**src/rtl/alu.sv**
```systemverilog
// ==========================================================================
// Module   : alu
// Brief    : 64-bit ADD/SUB/AND/XOR execute-stage ALU with a registered result
//            and signed-overflow flag. Defining ALU_CC_EN adds a ZF/SF/OF
//            condition-code register.
// Revision : 1.0 - initial release
// ==========================================================================
`default_nettype none

module alu (
    input  logic        clk,
    input  logic        rst,
    input  logic        in_valid,
    input  logic [1:0]  control,
    input  logic [63:0] a,
    input  logic [63:0] b,
`ifdef ALU_CC_EN
    input  logic        set_cc,
    output logic        zf,
    output logic        sf,
    output logic        of,
`endif
    output logic [63:0] result,
    output logic        overflow,
    output logic        out_valid
);

    localparam logic [1:0] c_OP_ADD = 2'd0;
    localparam logic [1:0] c_OP_SUB = 2'd1;
    localparam logic [1:0] c_OP_AND = 2'd2;
    localparam logic [1:0] c_OP_XOR = 2'd3;

    logic        w_is_sub;
    logic [63:0] w_bop;
    logic [63:0] w_sum;
    logic [63:0] w_carry;
    logic [63:0] w_result;
    logic        w_overflow;

    logic [63:0] r_result;
    logic        r_overflow;
    logic        r_out_valid;

    // SUB shares the adder: invert b and inject the +1 as the carry-in.
    assign w_is_sub   = (control == c_OP_SUB);
    assign w_bop      = w_is_sub ? ~b : b;
    assign w_carry[0] = w_is_sub;

    genvar i;
    generate
        for (i = 0; i < 64; i++) begin : g_fa
            assign w_sum[i] = a[i] ^ w_bop[i] ^ w_carry[i];
            if (i < 63) begin : g_carry
                assign w_carry[i+1] = (a[i] & w_bop[i]) | (w_carry[i] & (a[i] ^ w_bop[i]));
            end
        end
    endgenerate

    always_comb begin
        w_result   = '0;
        w_overflow = 1'b0;
        case (control)
            c_OP_ADD, c_OP_SUB: begin
                w_result   = w_sum;
                w_overflow = (a[63] == w_bop[63]) && (w_sum[63] != a[63]);
            end
            c_OP_AND: w_result = a & b;
            c_OP_XOR: w_result = a ^ b;
            default:  w_result = '0;
        endcase
    end

    always_ff @(posedge clk) begin
        if (rst) begin
            r_result    <= '0;
            r_overflow  <= 1'b0;
            r_out_valid <= 1'b0;
        end else begin
            r_out_valid <= in_valid;
            if (in_valid) begin
                r_result   <= w_result;
                r_overflow <= w_overflow;
            end
        end
    end

    assign result    = r_result;
    assign overflow  = r_overflow;
    assign out_valid = r_out_valid;

`ifdef ALU_CC_EN
    logic r_zf;
    logic r_sf;
    logic r_of;

    // Flags come from the same combinational values that load result/overflow.
    always_ff @(posedge clk) begin
        if (rst) begin
            r_zf <= 1'b1;
            r_sf <= 1'b0;
            r_of <= 1'b0;
        end else if (in_valid && set_cc) begin
            r_zf <= (w_result == 64'd0);
            r_sf <= w_result[63];
            r_of <= w_overflow;
        end
    end

    assign zf = r_zf;
    assign sf = r_sf;
    assign of = r_of;
`endif

endmodule

`default_nettype wire

```
**config.mk**
```make
export PLATFORM = sky130hd
export DESIGN_NAME = alu
export DESIGN_NICKNAME = d
export VERILOG_FILES = /design/src/rtl/alu.sv
export SDC_FILE = /design/constraint.sdc
export NUM_CORES = 1
export LEC_CHECK = 0
export ABC_CLOCK_PERIOD_IN_PS = 34800
export CORE_ASPECT_RATIO = 0.75
export CORE_MARGIN = 2
export CORE_UTILIZATION = 45
export CTS_CLUSTER_SIZE = 25
export DETAILED_ROUTE_END_ITERATION = 16
export GPL_TIMING_DRIVEN = 0
export PLACE_DENSITY = 0.77
export SYNTH_ARGS = -nofsm -noshare
export SYNTH_HDL_FRONTEND = slang
export SYNTH_SLANG_ARGS = --single-unit
```
**constraint.sdc**
```tcl
create_clock -name clk -period 34.8 [get_ports clk]
set_input_delay 5.22 -clock clk [delete_from_list [all_inputs] [get_ports clk]]
set_output_delay 5.22 -clock clk [all_outputs]
set_load 0.005 [all_outputs]
```
# Yosys cells after proc, flatten, opt, wreduce, memory -nomap -nowiden
# Index checks and enable logic that the tools add are counted.
# classes
n_reduce_logical,3
n_eq_ne,5
bitwise,320
muxes,3
# ops
operator,n
$pmux 64 s3,1
$xor 1x1->1,128
$and 1x1->1,126
$and 64x64->64,1
$mux 64,1
$not 64->64,1
$xor 64x64->64,1
$or 1x1->1,63
$eq 2x2->1 const B,2
$eq 2x1->1 const B,1
$logic_not 2->1,1
$reduce_or 2->1,1
$eq 1x1->1,1
$logic_and 1x1->1,1
$mux 1,1
$ne 1x1->1,1
# word_totals
input_bits,133
ff_bits,66
elab_cells,334
output_inout_bits,66

# Longest topological paths before layout
# Gate-level depths: netlist of run 1.
# logic_depth
word_depth,133
depth_mapped,74
depth_no_buf,71

# Worst setup path after synthesis of run 1
# Ideal clock, no wire load.
# synth_timing
path_type,input to register
start,input port control[1]
end,"register r_overflow, in the netlist overflow"
n_path_buf,3
slack_ns,2.886
setup_time_ns,0.076
required_ns,34.724
arrival_ns,31.838
cell_stages,73
path_cell_list,buf_2 -> nor2b_1 -> buf_2 -> buf_4 -> mux2i_1 -> fa_1 -> fa_1 -> fa_1 -> fa_1 -> fa_1 -> fa_1 -> fa_1 -> fa_1 -> fa_1 -> fa_1 -> fa_1 -> fa_1 -> fa_1 -> [... 37 more ...] -> fa_1 -> fa_1 -> fa_1 -> fa_1 -> fa_1 -> inv_1 -> fa_1 -> fa_1 -> inv_1 -> fa_1 -> fa_1 -> inv_1 -> fa_1 -> inv_1 -> fa_1 -> fa_1 -> or4b_1 -> a31oi_1
# synth_between
elab_chain_cells,133
word_cells_on_any_way,262
classes_between,eq/ne: 3; mux: 2; bitwise: 254; reduce/logical: 3
# synth_rtl
item,line,text
from (decl),14,"input logic [1:0] control,"
$eq 2x1->1,"45, 62",
$mux 64,46,assign w_bop = w_is_sub ? ~b : b;
$xor 1x1->1,54,assign w_carry[i+1] = (a[i] & w_bop[i]) | (w_carry[i] & (a[i] ^ w_bop[i]));
$and 1x1->1,54,
$or 1x1->1,54,
$and 1x1->1,54,
$or 1x1->1,54,
$and 1x1->1,54,
[... 117 more ...],-,
$and 1x1->1,54,
$or 1x1->1,54,
$and 1x1->1,54,
$or 1x1->1,54,
$xor 1x1->1,52,assign w_sum[i] = a[i] ^ w_bop[i] ^ w_carry[i];
$ne 1x1->1,65,w_overflow = (a[63] == w_bop[63]) && (w_sum[63] != a[63]);
$logic_and 1x1->1,65,
$mux 1 (*),62,case (control)
to (signal assigned),82,r_overflow <= w_overflow;
to (decl),41,logic r_overflow;
# Mark *: on every way between the ends. The rest lies on a longest branch, timed or not.
# A chain may end at the register's enable or synchronous reset.

# Worst setup path after layout of run 1
# Same ends and word-level chain as after synthesis.

==> metrics, run 1 <==
outcome=finished clean; Layout Skew=0 ns; # DRC=0; Netlist cell types=31; Critical Path Max Stage Delay=0.52 ns; Setup CP Type=input pin to flop; synth warn=0; Synth top area share=19.84%; num ports=199; Initial Util=46.08%; cell taking the most area after synthesis=dfxtp_1; Synth top cells by count=dfxtp_1, inv_1, ha_1, mux2i_1, nand2_1; first-pass GRT wire length=29930 um; FF-to-FF path depth=3; Post-synth EDFFs=0; gr busiest metal=met2; worst reg2reg setup slack=33.72 ns; gpl congestion=0.8803; initial antenna violation count=0; drt initial violations=204; setup TNS=0 ns; RSZ-0062 raised after global routing=no; WP data required=35.06 ns; # port buffers=196; final hold violations=0; synthesized area=0.006660 mm2; H-tree depth=3; Top cell by count, worst path=fa_1; # rows=38; global route overflow=0; DRT Pass-1 Iters=4; fin nets=1100; Max transition margin=52.28%; CP Launch Point=control[1]; final setup margin=1.487 ns; core area=0.01445 mm2; Seq/Total Area, Yosys=19.84%; largest net degree at the start of global routing=11; HP Class=flop to flop; Max FO, Critical Path=10; CTS-repair resized insts=0; setup violators final=0; Synth Area per Inst=10.50 um2; CTS tree=yes; Critical Path End Type=flop; worst slew pin tran=0.7158 ns; CTS root buffer=clkbuf_16; GR Util met3=4.965%; PD cells=33.12 mW/mm2; fin crit share=95.73%; startpoint class of the critical path=input pin; clk_lat worst skew=0.33 ns; hold_buf cts=0; P&R area growth vs syn=37.31%; Max-Cap Viols=0; Tmin final=33.31 ns; Critical Path Sink=overflow$_SDFFE_PP0P_; WL per Instance=18.03 um; Die Wd=144.5 um; clock-pin transition on the worst setup and hold timing paths=0.06 ns; vias=5370; Peak VDD IR=21.84 uV; ys flop type=dfxtp_1; Mapped Nets=893; Post-CTS Setup Bufs=0; met2 usage=41.27%; Antenna Nets Post-Route=0; layout cells sized above 1=14.44%; Slew Viols, Final=0; CTS buffer count=9; Max Freq=30.02 MHz; vias per cell=5.139; slowest CP cell=or4b_1; die area=0.01580 mm2; worst r2r dst=result[63]$_SDFFE_PP0P_; # diodes=0; CTS Buffer Depth=2; Leak Pwr=3.791 nW; HPWL after detailed placement=15190 um; Hold WS=0.4715 ns; total clock sinks=66; vias in the first global route=5816; Yosys reg bits=66; M1 GR Usage=33.02%; DP Worst Slack=1.017 ns; crit path DAT=33.57 ns; cells after synthesis=634; Total Routing Usage GR=24.68%; Async SR Flop Fraction=0%; dominant cells by area after synthesis=dfxtp_1, fa_1, ha_1, mux2_2, mux2i_1; final wirelength=18840 um; RR Startpoint=result[63]$_SDFFE_PP0P_; DIE HEIGHT=109.4 um
[how the worst min path moves through the flow]
stage / from / end / slack (ns) / depth (start not counted)
5_1_grt: result[61]$_SDFFE_PP0P_ / result[61]$_SDFFE_PP0P_ / 0.50 / 2
2_1_floorplan: result[56]$_SDFFE_PP0P_ / result[56]$_SDFFE_PP0P_ / 0.46 / 2
3_3_place_gp: result[60]$_SDFFE_PP0P_ / result[60]$_SDFFE_PP0P_ / 0.45 / 2
4_1_cts: result[60]$_SDFFE_PP0P_ / result[60]$_SDFFE_PP0P_ / 0.47 / 2
6_report: result[60]$_SDFFE_PP0P_ / result[60]$_SDFFE_PP0P_ / 0.47 / 2
3_5_place_dp: result[60]$_SDFFE_PP0P_ / result[60]$_SDFFE_PP0P_ / 0.46 / 2
[cell usage in the layout (no fill, tap or decap), types with 4 or more instances in the layout]
cell type / instances
fa_1: 62
inv_1: 66
xor2_1: 4
clkdlybuf4s50_1: 196
mux2_2: 59
clkbuf_1: 18
dfxtp_1: 66
buf_2: 10
ha_1: 64
buf_4: 8
mux2i_1: 64
clkbuf_16: 9
o22ai_2: 24
buf_6: 4
o22ai_1: 35
xnor2_1: 61
o21ai_0: 4
nand2_1: 63
[routing by layer]
metal / part of all wire, % / vias up
met5: 0 / -
met4: 1.5 / 0
met3: 6.5 / 21
met2: 47 / 170
met1: 45 / 2610
li1: - / 2569
[kinds of logic (layout without fill, tap and decap cells)]
| family | Yosys count | in the layout | synth area share [%] |
|---|---|---|---|
| fa+ha+maj | 126 | 126 | 30.66 |
| mux | 123 | 123 | 19.59 |
| buf+inv | 110 | 321 | 7.796 |
| compound gates | 73 | 73 | 9.187 |
| simple gates | 71 | 71 | 4.377 |
| flops | 66 | 66 | 19.84 |
| xor+xnor | 65 | 65 | 8.548 |
[worst max-delay path: cells and delay by family]
family                     cells  cell delay, ns
buffers and inverters          7            1.00
AOI/OAI and AO/OA              1            0.16
and+or+nand+nor                2            0.64
muxes                          1            0.20
adders and majority gates     62           26.34
[sequential cells by signal, indices dropped and copies added (netlist names)]
name       cells
out_valid      1
overflow       1
result        64
[power by group]
part	internal, mW	switching, mW
clock	0.0516	0.0333
sequential	0.0841	0.00531
combinational	0.0732	0.0553
total	0.209	0.0939
[metrics by stage]
| stage | cells | area, um2 | total power, mW | utilization, % |
|---|---|---|---|---|
| finish | 1045 | 9145 | 0.3029 | 63.27 |
| global route | 1045 | 9145 | 0.3235 | 63.27 |
| CTS | 1045 | 9145 | 0.3059 | 63.27 |
| detailed placement | 1030 | 8872 | 0.2197 | 61.38 |
| global placement | 1030 | 8872 | 0.2127 | 61.38 |
| floorplan | 634 | 6660 | 0.1641 | - |
[layout make-up]
cell class              instances  area (um2)
plain buffers                  44       271.5
clock buffers                  13       260.3
clock inverters                 2       12.51
fillers                      1170        5309
inverters                      66       247.7
multi-input cells             458        4820
flip-flops and latches         66        1321
well taps                     200       250.2
repair buffers                196        1962
(Power assumes the default switching activity.)
==> run 2: changes to the inputs <==
Settings changed: ABC_CLOCK_PERIOD_IN_PS 34800 to 33600, CAP_MARGIN set to 30, CORE_MARGIN 2 to 4.
Clock period 34.8 ns to 33.6 ns, I/O delays scaled along.
==> run 2 against run 1 <==
  * Cell area up 0.67%
  * Wire length up 2.2%
  * Clock-buffer cell count down 1
  * Core utilization up 0.22 points
  * Setup slack worse by 0.66 ns
  * Critical path depth unchanged
  * Sequential power up 3.6%
  * Sequential cell count unchanged
  * Clock skew unchanged
  * Sequential share of layout area down 0.096 points
  * First-iteration DRC count up 25%
  * Combinational power up 5%
  * Critical endpoint unchanged
==> metrics, run 2 (synthesis gave the netlist of run 1 again) <==
setup violators final=0; fin crit share=97.54%; Tmin final=32.77 ns; global route overflow=0; Hold Path End=result[57]$_SDFFE_PP0P_; gpl congestion=0.8501; cell area after layout=0.009206 mm2; Post-CTS Setup Bufs=0; outcome=finished clean; hold_buf cts=0; Setup CP Type=input pin to flop; hold path depth=2; delay-heaviest family, CP=adder cells; Int Power=223.4 uW; worst slew pin tran=0.7379 ns; CTS root buffer=clkbuf_16; Max-Cap Viols=0; Layout Skew=0 ns; Critical Path Max Stage Delay=0.53 ns; Peak VDD IR=25.51 uV; DRT Pass-1 Iters=4; DIE HEIGHT=113.4 um; PD cells=35.05 mW/mm2; Final Util=63.49%; Net Sw Frac=30.76%; CP Launch Point=control[1]; Die Wd=148.5 um; total clock sinks=66; max reg flops=64; CTS Buffer Depth=2; worst r2r dst=result[63]$_SDFFE_PP0P_; RR Startpoint=result[63]$_SDFFE_PP0P_; Total Routing Usage GR=23.31%; Critical Path End Type=flop; FF-to-FF path depth=3; slowest CP cell=or4b_1; CTS tree=yes; worst reg2reg setup slack=32.53 ns; Max Freq=30.51 MHz; HP Class=flop to flop; clk_lat worst skew=0.33 ns; Hold Crit Start=result[57]$_SDFFE_PP0P_; WL per Instance=18.40 um; Top cell by count, worst path=fa_1; Logic pwr share=41.8%; vias per cell=5.199; # DRC=0; layout cells sized above 1=15.13%; final wirelength=19250 um; Max transition margin=50.80%; H-tree depth=3; # diodes=0; vias in the first global route=5972; CTS buffer count=9; fill count=1158; RSZ-0062 raised after global routing=no; crit path buf inv count=7; # port buffers=196; most common cell after layout, fill and taps aside=clkdlybuf4s50_1; die area=0.01683 mm2; first-pass GRT wire length=31280 um; setup TNS=0 ns; clock-pin transition on the worst setup and hold timing paths=0.06 ns; final hold violations=0; NetSw=99.28 uW; most frequent cells in the layout=clkdlybuf4s50_1, inv_1, dfxtp_1, ha_1; startpoint class of the critical path=input pin; share of power burned in registers=28.7%; vias=5438; clock power share=29.5%; # rows=38; drt initial violations=254; initial antenna violation count=0; Slew Viols, Final=0; crit path DAT=33.03 ns; WP data required=33.86 ns; Leak Pwr=3.802 nW; Antenna Nets Post-Route=0; Initial Util=45.93%; HPWL after detailed placement=15570 um; num ports=199; Post-Place Cell Area=0.008872 mm2; Max FO, Critical Path=10; fin nets=1100; core area=0.01450 mm2; P&R area growth vs syn=38.23%; largest net degree at the start of global routing=12
[run 2: cell types whose count changed in the layout (fill, tap and decap cells not counted), sizes merged]
cell / change
bufinv: +1
clkbuf: -1
clkinv: +1
[run 2: how the worst max path moves through the flow]
stage,end,cells past startpoint
2_1_floorplan,overflow$_SDFFE_PP0P_,73
3_3_place_gp,overflow$_SDFFE_PP0P_,73
3_5_place_dp,overflow$_SDFFE_PP0P_,73
4_1_cts,overflow$_SDFFE_PP0P_,73
5_1_grt,overflow$_SDFFE_PP0P_,73
6_report,overflow$_SDFFE_PP0P_,73
[run 2: layout make-up]
| cell class | instances | area (um2) | area share, % |
|---|---|---|---|
| Buffer | 44 | 294.0 | 3.194 |
| Clock buffer | 12 | 246.5 | 2.677 |
| Clock inverter | 4 | 51.30 | 0.5572 |
| Inverter | 66 | 247.7 | 2.691 |
| Multi-Input combinational cell | 458 | 4833 | 52.50 |
| Sequential cell | 66 | 1321 | 14.35 |
| Tap cell | 200 | 250.2 | 2.718 |
| Timing Repair Buffer | 196 | 1962 | 21.31 |
[run 2: repair_timing]
action | CTS | global route
hold endpoints to repair | 0 | 0
setup endpoints to repair | 0 | 3
gates resized for setup | 0 | 12
[run 2: power by group through the flow]
| stage | clock network [mW] | registers [mW] | logic [mW] |
|---|---|---|---|
| after floorplan | 0 | 0.0935 | 0.0765 |
| after global placement | 0 | 0.0937 | 0.127 |
| after detailed placement | 0 | 0.0939 | 0.134 |
| after CTS | 0.0961 | 0.0924 | 0.136 |
| after global routing | 0.100 | 0.0933 | 0.151 |
| final | 0.0951 | 0.0926 | 0.135 |
[run 2: metal layers]
metal | vias to the layer above | global-route usage, % | routed length, um
met4 | 0 | 4.185 | 238
met3 | 23 | 5.444 | 1321
met5 | - | 0 | 0
met2 | 183 | 39.50 | 9201
li1 | 2564 | - | -
met1 | 2668 | 30.87 | 8485
[run 2: metrics by stage]
stage	worst slack, ns	power, mW	hold WS [ns]	std cells
detailed placement	-0.05273	0.2283	0.4605	1030
global placement	0.2428	0.2209	0.4551	1030
global route	0.005766	0.3440	0.4868	1046
floorplan	1.866	0.1700	0.4573	634
finish	0.8251	0.3227	0.4631	1046
CTS	0.1612	0.3245	0.4688	1046
[run 2: worst register-to-register path: stages (launching register included)]
cell,delay [ns]
dfxtp_1,0.34
or3b_2,0.45
o41a_1,0.12
o41ai_1,0.06
==> patch, RTL diff (flow settings as in run 2) <==
Put one more register stage on the output `result`, without a reset. The value now appears one clock later. The other outputs are not delayed to match. Comments in the files are not updated.
--- a/src/rtl/alu.sv
+++ b/src/rtl/alu.sv
@@ -84,7 +84,9 @@
         end
     end
 
-    assign result    = r_result;
+    always_ff @(posedge clk) begin
+        result <= r_result;
+    end
     assign overflow  = r_overflow;
     assign out_valid = r_out_valid;
 
Check against the original RTL: not equivalent (Yosys sat finds a counterexample within 4 cycles, from zero or initial values and one cycle with rst high).
==> patch against run 2 <==
Sequential cell count rose by 64; power rose by 54%; final area rose by 18%; area after synthesis rose by 19%; critical path type unchanged; setup slack improved by 370 ps; register-to-register slack improved by 40 ps; wire length rose by 4.8%.
==> patch: results (changes against run 2) <==
=================================================================
Number of vias in the routed layout                          5657   +4.0%
Met3 wire len                                             1590 um   +21%
H-tree level count                                              4   +1
Post-synth top cells                                 sky130_fd_sc_hd__dfxtp_1, sky130_fd_sc_hd__inv_1, sky130_fd_sc_hd__ha_1, sky130_fd_sc_hd__mux2i_1, sky130_fd_sc_hd__nand2_1
Wire length on met1                                       9640 um   +14%
Number of nets at the end of the flow                        1172   +6.5%
Number of global-route vias before repair                    6008   +0.60%
Cell Count Post-Placement                                    1130   +9.7%
Pleak                                                     4.47 nW   +18%
Average via count per standard cell                          4.87   -6.4%
Setup slack of the worst register-to-register path       32570 ps   +40 ps
Result of the run                                       completed
Routed length on met2                                     8660 um   -5.9%
Global-route usage over all layers                          21.0%   -2.3 points
Most area-consuming cells after synthesis            sky130_fd_sc_hd__dfxtp_1, sky130_fd_sc_hd__fa_1, sky130_fd_sc_hd__ha_1
Worst skew pair latency                                    420 ps   +90 ps
Half-perimeter wire length after placement               15200 um   -2.6%
Total nets after synthesis                                    957   +7.2%
Slew at the pin closest to its max-slew limit              723 ps   -14.7 ps
Post-synthesis sequential area ratio                        32.8%   +13 points
Layout cells sized above 1                                  15.8%   +0.64 points
Post-synthesis instance total                                 698   +10%
Fillers                                                      1375   +19%
TritonCTS Buffers                                              17   +8
Wire length of the first global-routing pass             32200 um   +2.8%
Reg2Reg Capture Point                                r_result[63]
IR Drop Worst-Case VDD                                  0.0308 mV   +21%
Routed length per placed instance                         17.4 um   -5.7%
Startpoint of the lowest-slack hold path             r_result[63]
Final core occ                                              63.3%   -0.14 points
=================================================================
==> patch: cell types whose count changed after synthesis <==
cell,run 2,this run
sky130_fd_sc_hd__dfxtp_1,66,130
==> patch: power by group <==
group	total [mW]	switching, mW	internal, mW	leakage (nW)
clock	0.185	0.0714	0.113	0.282
combinational	0.133	0.0570	0.0760	3.12
sequential	0.178	0.00688	0.171	1.07
==> patch: kinds of logic (layout without fill, tap and decap cells) <==
| kind of cell | after synthesis | after routing | share of synthesized area [%] |
|---|---|---|---|
| compound gates | 73 | 73 | 7.70 |
| xor+xnor | 65 | 65 | 7.17 |
| fa+ha+maj | 126 | 126 | 25.7 |
| buf+inv | 110 | 338 | 6.54 |
| flops | 130 | 130 | 32.8 |
| mux | 123 | 123 | 16.4 |
| simple gates | 71 | 71 | 3.67 |
==> patch: per-layer routing <==
metal | track usage, % | vias to the layer above
met5 | 0 | -
met3 | 5.50 | 22
met1 | 29.7 | 2672
met2 | 32.2 | 182
met4 | 5.65 | 0
li1 | - | 2781
==> patch: final cells by class <==
cell class                      instances  share of cell area (%)
Tap cell                              236                    2.73
Buffer                                 44                    2.67
Multi-Input combinational cell        458                    44.7
Sequential cell                       130                    24.0
Clock inverter                         12                    1.23
Timing Repair Buffer                  196                    18.1
Clock buffer                           20                    4.22
Inverter                               66                    2.29
==> patch: through the flow <==
| stage | worst slack [ps] | hold slack, ps |
|---|---|---|
| floorplan | 1870 | 324 |
| global placement | 276 | 332 |
| detailed placement | 158 | 331 |
| CTS | 380 | 344 |
| global route | 61.0 | 353 |
| finish | 1190 | 345 |
==> patch: how the worst min path moves through the flow <==
stage | cells past startpoint | slack [ps] | end
final | 0 | 350 | result[63]
after global routing | 0 | 350 | result[23]
after CTS | 0 | 340 | result[63]
after detailed placement | 0 | 330 | result[63]
after global placement | 0 | 330 | result[63]
after floorplan | 0 | 320 | result[63]
==> patch: worst max-delay path, delay by kind of cell <==
family / cells / cell delay, ps
mux: 1 / 120
simple gates: 2 / 680
fa+ha+maj: 62 / 25930
buf+inv: 7 / 810
compound gates: 1 / 180
